$ cat config.mk
export PLATFORM = sky130hd
export DESIGN_NAME = z_seq_ctrl
export DESIGN_NICKNAME = d
export VERILOG_FILES = /design/src/rtl/z_seq_ctrl_pkg.sv /design/src/rtl/z_seq_ctrl.sv
export SDC_FILE = /design/constraint.sdc
export NUM_CORES = 1
export LEC_CHECK = 0
export ABC_AREA = 1
export BUFFER_PORTS_ARGS = -buffer_cell sky130_fd_sc_hd__buf_2
export CORE_MARGIN = 3
export CORE_UTILIZATION = 45
export CTS_CLUSTER_DIAMETER = 60
export DETAILED_ROUTE_END_ITERATION = 6
export PLACE_DENSITY = 0.76
export SLEW_MARGIN = 20
export SYNTH_ARGS = -nofsm -noshare
export SYNTH_HDL_FRONTEND = slang
export SYNTH_SLANG_ARGS = --single-unit
$ cat constraint.sdc
create_clock -name clock -period 1.19 [get_ports clock]
set_input_delay 0.119 -clock clock [delete_from_list [all_inputs] [get_ports clock]]
set_output_delay 0.119 -clock clock [all_outputs]
set_load 0.005 [all_outputs]
$ cat src/rtl/z_seq_ctrl_pkg.sv
// Shared CPU definitions for the ALU instruction sequencer: op encodings and
// the sequencer state enum.
package z_seq_ctrl_pkg;

  localparam logic [1:0] OP_ALU  = 2'b00;
  localparam logic [1:0] OP_MUL  = 2'b01;
  localparam logic [1:0] OP_DIV  = 2'b10;
  localparam logic [1:0] OP_RSVD = 2'b11;

  typedef enum logic [3:0] {
    IDLE,
    RA,
    RB,
    WAIT,
    LATCH,
    WLO_R,
    WLO,
    WHI,
    DONE,
    ERR
  } state_t;

endpackage

$ cat src/rtl/z_seq_ctrl.sv
// Moore sequencer issuing the Y/ALU/Z/HI/LO strobes for one register-to-register
// ALU instruction; MUL/DIV wait on the iterative unit with a timeout.
module z_seq_ctrl
  import z_seq_ctrl_pkg::*;
#(
  parameter int TIMEOUT = 40,
  parameter int CNT_W   = 6
) (
  input  logic       clock,
  input  logic       reset,
  input  logic       start,
  input  logic [1:0] op,
  input  logic       alu_done,
  input  logic       div_zero,
  output logic       Gra,
  output logic       Grb,
  output logic       Rout,
  output logic       Yin,
  output logic       alu_start,
  output logic       Zin,
  output logic       Zlowout,
  output logic       Zhighout,
  output logic       LOin,
  output logic       HIin,
  output logic       Rin,
  output logic       busy,
  output logic       done,
  output logic       err
);

  state_t           state;
  state_t           state_nx;
  logic [1:0]       op_q;
  logic [CNT_W-1:0] cnt;

  always_ff @(posedge clock or posedge reset) begin
    if (reset) state <= IDLE;
    else       state <= state_nx;
  end

  // op is latched only on acceptance; the counter runs only while in WAIT
  always_ff @(posedge clock or posedge reset) begin
    if (reset) begin
      op_q <= OP_ALU;
      cnt  <= '0;
    end else begin
      if (state == IDLE && start) op_q <= op;
      if (state == RB)            cnt  <= '0;
      else if (state == WAIT)     cnt  <= cnt + 1'b1;
    end
  end

  always_comb begin
    state_nx = state;
    case (state)
      IDLE: begin
        if (start && op == OP_RSVD) state_nx = ERR;
        else if (start)             state_nx = RA;
      end
      RA:    state_nx = RB;
      RB:    state_nx = (op_q == OP_ALU) ? LATCH : WAIT;
      WAIT: begin
        // a completion in the last allowed cycle beats the timeout
        if (alu_done && op_q == OP_DIV && div_zero) state_nx = ERR;
        else if (alu_done)                          state_nx = LATCH;
        else if (cnt == CNT_W'(TIMEOUT - 1))        state_nx = ERR;
      end
      LATCH: state_nx = (op_q == OP_ALU) ? WLO_R : WLO;
      WLO_R: state_nx = DONE;
      WLO:   state_nx = WHI;
      WHI:   state_nx = DONE;
      DONE:  state_nx = IDLE;
      ERR:   state_nx = IDLE;
      default: state_nx = IDLE;
    endcase
  end

  always_comb begin
    Gra       = 1'b0;
    Grb       = 1'b0;
    Rout      = 1'b0;
    Yin       = 1'b0;
    alu_start = 1'b0;
    Zin       = 1'b0;
    Zlowout   = 1'b0;
    Zhighout  = 1'b0;
    LOin      = 1'b0;
    HIin      = 1'b0;
    Rin       = 1'b0;
    done      = 1'b0;
    err       = 1'b0;
    busy      = (state != IDLE);
    case (state)
      RA: begin
        Gra  = 1'b1;
        Rout = 1'b1;
        Yin  = 1'b1;
      end
      RB: begin
        Grb       = 1'b1;
        Rout      = 1'b1;
        alu_start = 1'b1;
      end
      LATCH: Zin = 1'b1;
      WLO_R: begin
        Zlowout = 1'b1;
        Rin     = 1'b1;
      end
      WLO: begin
        Zlowout = 1'b1;
        LOin    = 1'b1;
      end
      WHI: begin
        Zhighout = 1'b1;
        HIin     = 1'b1;
      end
      DONE:    done = 1'b1;
      ERR:     err  = 1'b1;
      default: ;
    endcase
  end

endmodule

* After elaboration in Yosys (flattened, before gate mapping) *
Index checks and enable logic that the tools add are counted.

word-level totals
  bits in registers = 12
  output and inout bits = 14
  bits of input ports = 7
  word-level logic and storage cells = 50

operators by class
  add/subtract/negate cells = 1
  reduce and logical (&&, ||, !) cells = 12
  equal/unequal tests = 14
  multiplexer cells = 20

operators with widths
  cell                                                                      count
  4-bit one-hot mux with 7 select lines                                     1
  4-bit two-way mux                                                         5
  4-bit by 3-bit == test with 1-bit output (second input constant)          4
  6-bit two-way mux                                                         2
  1-bit two-way mux                                                         10
  4-bit by 2-bit == test with 1-bit output (second input constant)          2
  4-bit == test (second input constant)                                     2
  6-bit by 1-bit adder with 6-bit output (second input constant)            1
  6-bit == test (second input constant)                                     1
  2-bit OR reduction                                                        3
  2-bit == test (second input constant)                                     2
  4-bit by 1-bit == test with 1-bit output (second input constant)          1
  1-bit logical AND                                                         4
  4-bit zero test                                                           1
  4-bit by 2-bit inequality test with 1-bit output (second input constant)  1
  4-bit nonzero test                                                        1
  3-bit two-way mux                                                         1
  3-bit by 2-bit inequality test with 1-bit output (second input constant)  1
  2-bit zero test                                                           1
  2-bit two-way mux                                                         1
  2-bit AND reduction                                                       1
  2-bit nonzero test                                                        1

* Depth between registers and ports, before layout *
  depth after elaboration = 5
  gate-level depth with buffers = 8
  mapped depth without buffers = 8

* Worst setup path after synthesis *
OpenSTA, ideal clock, no wires.

  path type = flip-flop to flip-flop
  start point = register state[3]
  end point = register state[0]
  clock period less this slack = 1141 ps
  library setup time = 116 ps
  path slack = 49 ps
  stages on the path, launching flop included = 9
  data arrival time = 1025 ps
  buffers on the path = 0
  required time = 1074 ps
  path through = dfrtp_1 -> inv_2 -> nand2_2 -> nor2_4 -> nand2_1 -> nor2_2 -> nor2_1 -> nand2_1 -> nand2_1

between the ends
  cells in the longest elaborated chain, start to end = 3
  elaborated cells between the ends (all ways) = 13
  classes of those cells = eq/ne: 9; mux: 1; reduce/logical: 3

ends and longest elaborated chain
  element                                                                       line              source
  start: declaration                                                            z_seq_ctrl.sv:31  state_t state;
  start signal: assignment                                                      z_seq_ctrl.sv:38  else state <= state_nx;
  4-bit by 3-bit == test with 1-bit output (tied with other cells)              z_seq_ctrl.sv:55  case (state)
  2-bit OR reduction (no line) (tied with other cells)                          n/a
  4-bit one-hot mux with 7 select lines or 2-bit AND reduction (tied branches)  n/a

Several ways; a longest one is shown, not always the timed one.
A chain may end at the register's enable or synchronous reset.

* Worst setup path in the final report *
  start point = register state[1]
  end point = output port Grb

between the ends
  cells in the longest elaborated chain, start to end = 2

ends and longest elaborated chain
  element                                   line              source
  4-bit by 2-bit == test with 1-bit output  z_seq_ctrl.sv:93  case (state)
  1-bit two-way mux                         z_seq_ctrl.sv:93
  end: declaration                          z_seq_ctrl.sv:16  output logic Grb,

Every way passes these cells.

==> impl_results.md <==
* Synth Cell Area at 787 sq um
* Via density at between 5 and 6
* CTS root buf: clkbuf_4
* Register area share after synthesis at a little under two fifths
* Slew @ Worst Pin at 0.501 ns
* Status: finished, violations left
* Clock Tree Buf Depth at 2
* Critical path fanouts, max at 5
* WP data required at 1.07 ns
* DRT Wirelength at 2710 um
* Vias at roughly 950
* Die ar. at approximately 2300 sq um
* CP cell instances: inv_1, nor2_4, nand2_1, inv_1, buf_2
* Skew-Pair Late Insertion Delay at between 0.2 and 0.3 ns
* Post-Syn Instances at 114
* Core ar. at 1580 sq um
* Global route overflow at 0
* Worst Hold Class: in -> reg
* Total CTS buffers at 3
* Failing checks: negative setup slack
* Antenna cell count at 0
* Crit path top cell by count: inv_1
* DPL Wire Length at about 1400 um
* Maximum number of pins on one net before global-route repair at 13
* Worst hold margin at 0.0684 ns
* Final worst slack at -0.288 ns
* Leakage at ~0.66 nW
* Antenna violations before repair at 0
* Syn avg cell area at 6.90 sq um
* Max cap viols at 0
* # IOs at 21
* Startpoint Class: register
* WL/cell at approximately 16 um
* GP Congestion at 0.805
* Fmax at ~0.68 GHz
* Final Cell Area at 1270 sq um
* Layout cells sized above 1 at 56.7%
* Max-slew violation count at 0
* Pwr Density at between 2000 and 3000 nW/um^2
* Row count at 14
* CP max stage cell: dfrtp_2
* Die width at between 40 and 50 um
* Final Critical Period at 1.48 ns
* H-tree levels at 1
* DRC viols at 0
* Synth warnings at 0
* Arr. time, crit path at 1.36 ns
* CTS sink count at 12
* Drt first pass iters at 4
* Crit path largest cell delay at around 0.45 ns
* # port buffers at 20
* Die height at 47.8 um
* Cell variety after synth at 18
* Synthesis-to-finish area growth at 61.5%
* VDD IR max at between 1 and 1.5 mV
* CP endpoint kind: primary output
* Setup_tns at -3.33 ns
* Crit Path Category: reg -> out
* First-pass GRT wire length at 3480 um
* Vias in the first global route at just over 800
* Mapped Nets at 122
* Worst-path clk slew at 0.08 ns
* Nets at 166
* Hold Vio Cnt, Final at 0
* Total track usage at 21.9%
* Dpl cell area at 930 sq um
* TritonCTS clock tree: yes
* Max-slew headroom at 66.6%
* Unrepaired setup endpoints after global routing: true
* Synth Register Bits at 12
* Post-DRT Antenna Nets at 0
* Final setup vio count at 23
* Fin crit share at 124%
* Tot Pwr at 3.62 mW
* Final setup skew at 0.000537 ns
* Fillers at 105
* Starting density of the core at 49.9%
* Initial DRC Count at 50
-- metal layers --
metal	up-vias	routed length [um]	global-route usage, %
met2	60	1440	38.0
met5	-	0	0
met4	0	91	9.68
met3	14	188	3.01
met1	437	988	26.9
li1	443	-	-
-- cells by family after synthesis --
group                    Yosys count  synth area share [%]
flip-flops                        12                  38.2
AO/OA/AOI/OAI                     15                  10.2
AND/OR/NAND/NOR                   63                  37.0
adder cells (fa/ha/maj)            1                  1.59
XOR/XNOR                           1                  1.11
buffers and inverters             22                  11.9
-- sequential cells by signal (all words and copies together) (netlist names) --
signal / cells
cnt: 6
state: 4
op_q: 2
-- repair_timing --
item	in CTS	in global routing
endpoints found under the hold margin	12	0
endpoints found under the setup margin	17	23
buffers inserted	7	8
pin swaps	4	13
gates resized for setup	27	34
hold buffers	1	0
-- worst paths after layout --
path,startpoint,to,slack (ns),cells after the start
min in group asynchronous,reset,cnt[2]$_DFFE_PP0P_,0.40,3
setup reg to reg,state[2]$_DFFE_PP0P_,state[0]$_DFFE_PP0P_,-0.14,8
setup / recovery,state[1]$_DFFE_PP0P_,Grb,-0.29,5
hold / removal,op[0],op_q[0]$_DFFE_PP0P_,0.07,3
max in group asynchronous,reset,state[0]$_DFFE_PP0P_,0.43,3
hold reg to reg,cnt[0]$_DFFE_PP0P_,cnt[0]$_DFFE_PP0P_,0.57,2
-- synth_stat cells --
library cell	instances	area, sq um
nand3_1	9	45.0
nor2_4	3	33.8
nor2_1	17	63.8
nand2_2	3	18.8
o21ai_0	8	40.0
ha_1	1	12.5
nor2_2	2	12.5
buf_4	3	22.5
o22ai_1	1	6.26
a21oi_1	5	25.0
dfrtp_1	12	300
inv_2	3	11.3
nand2_1	26	97.6
xor2_1	1	8.76
o221ai_1	1	8.76
inv_1	16	60.1
nand3_2	1	10.0
nor3_1	2	10.0
-- metrics by stage --
stage	worst slack [ns]	cells	utilization, %
6_report	-0.288	173	80.6
3_3_place_gp	-0.0533	153	59.0
3_5_place_dp	-0.0523	153	59.0
4_1_cts	-0.177	165	70.1
2_1_floorplan	0.0488	114	-
5_1_grt	-0.294	173	80.6
-- report_power, final --
part	internal, mW	leakage, nW	total [mW]	switching [mW]
clock network	0.186	0.0210	0.346	0.159
registers	0.571	0.152	0.784	0.212
logic	1.16	0.489	2.49	1.33
total	1.92	0.661	3.62	1.70
-- layout make-up --
| type | count | area [sq um] | share of cell area [%] |
|---|---|---|---|
| repair buffers | 42 | 309 | 24.3 |
| inverters | 19 | 76.3 | 6.00 |
| clock buffers | 4 | 36.3 | 2.85 |
| multi-input cells | 80 | 524 | 41.2 |
| well taps | 16 | 20.0 | 1.57 |
| flip-flops and latches | 12 | 305 | 24.0 |
-- worst max-delay path: cells and delay by family, from the launching register on --
kind | cells | cell delay [ns]
DFF | 1 | 0.45
buffers and inverters | 3 | 0.37
and+or+nand+nor | 2 | 0.24
-- placed cells by master, fill, tap and decap left out, types with 7 or more instances in the layout --
| cell type | Yosys | routed |
|---|---|---|
| nand2_1 | 26 | 20 |
| buf_2 | 0 | 17 |
| buf_4 | 3 | 15 |
| inv_1 | 16 | 10 |
| nor2_4 | 3 | 10 |
| buf_6 | 0 | 9 |
| dfrtp_1 | 12 | 8 |
| nand3_1 | 9 | 7 |
| nor2_1 | 17 | 7 |
| inv_2 | 3 | 7 |
Note: power is estimated with default switching activity, not from simulation.
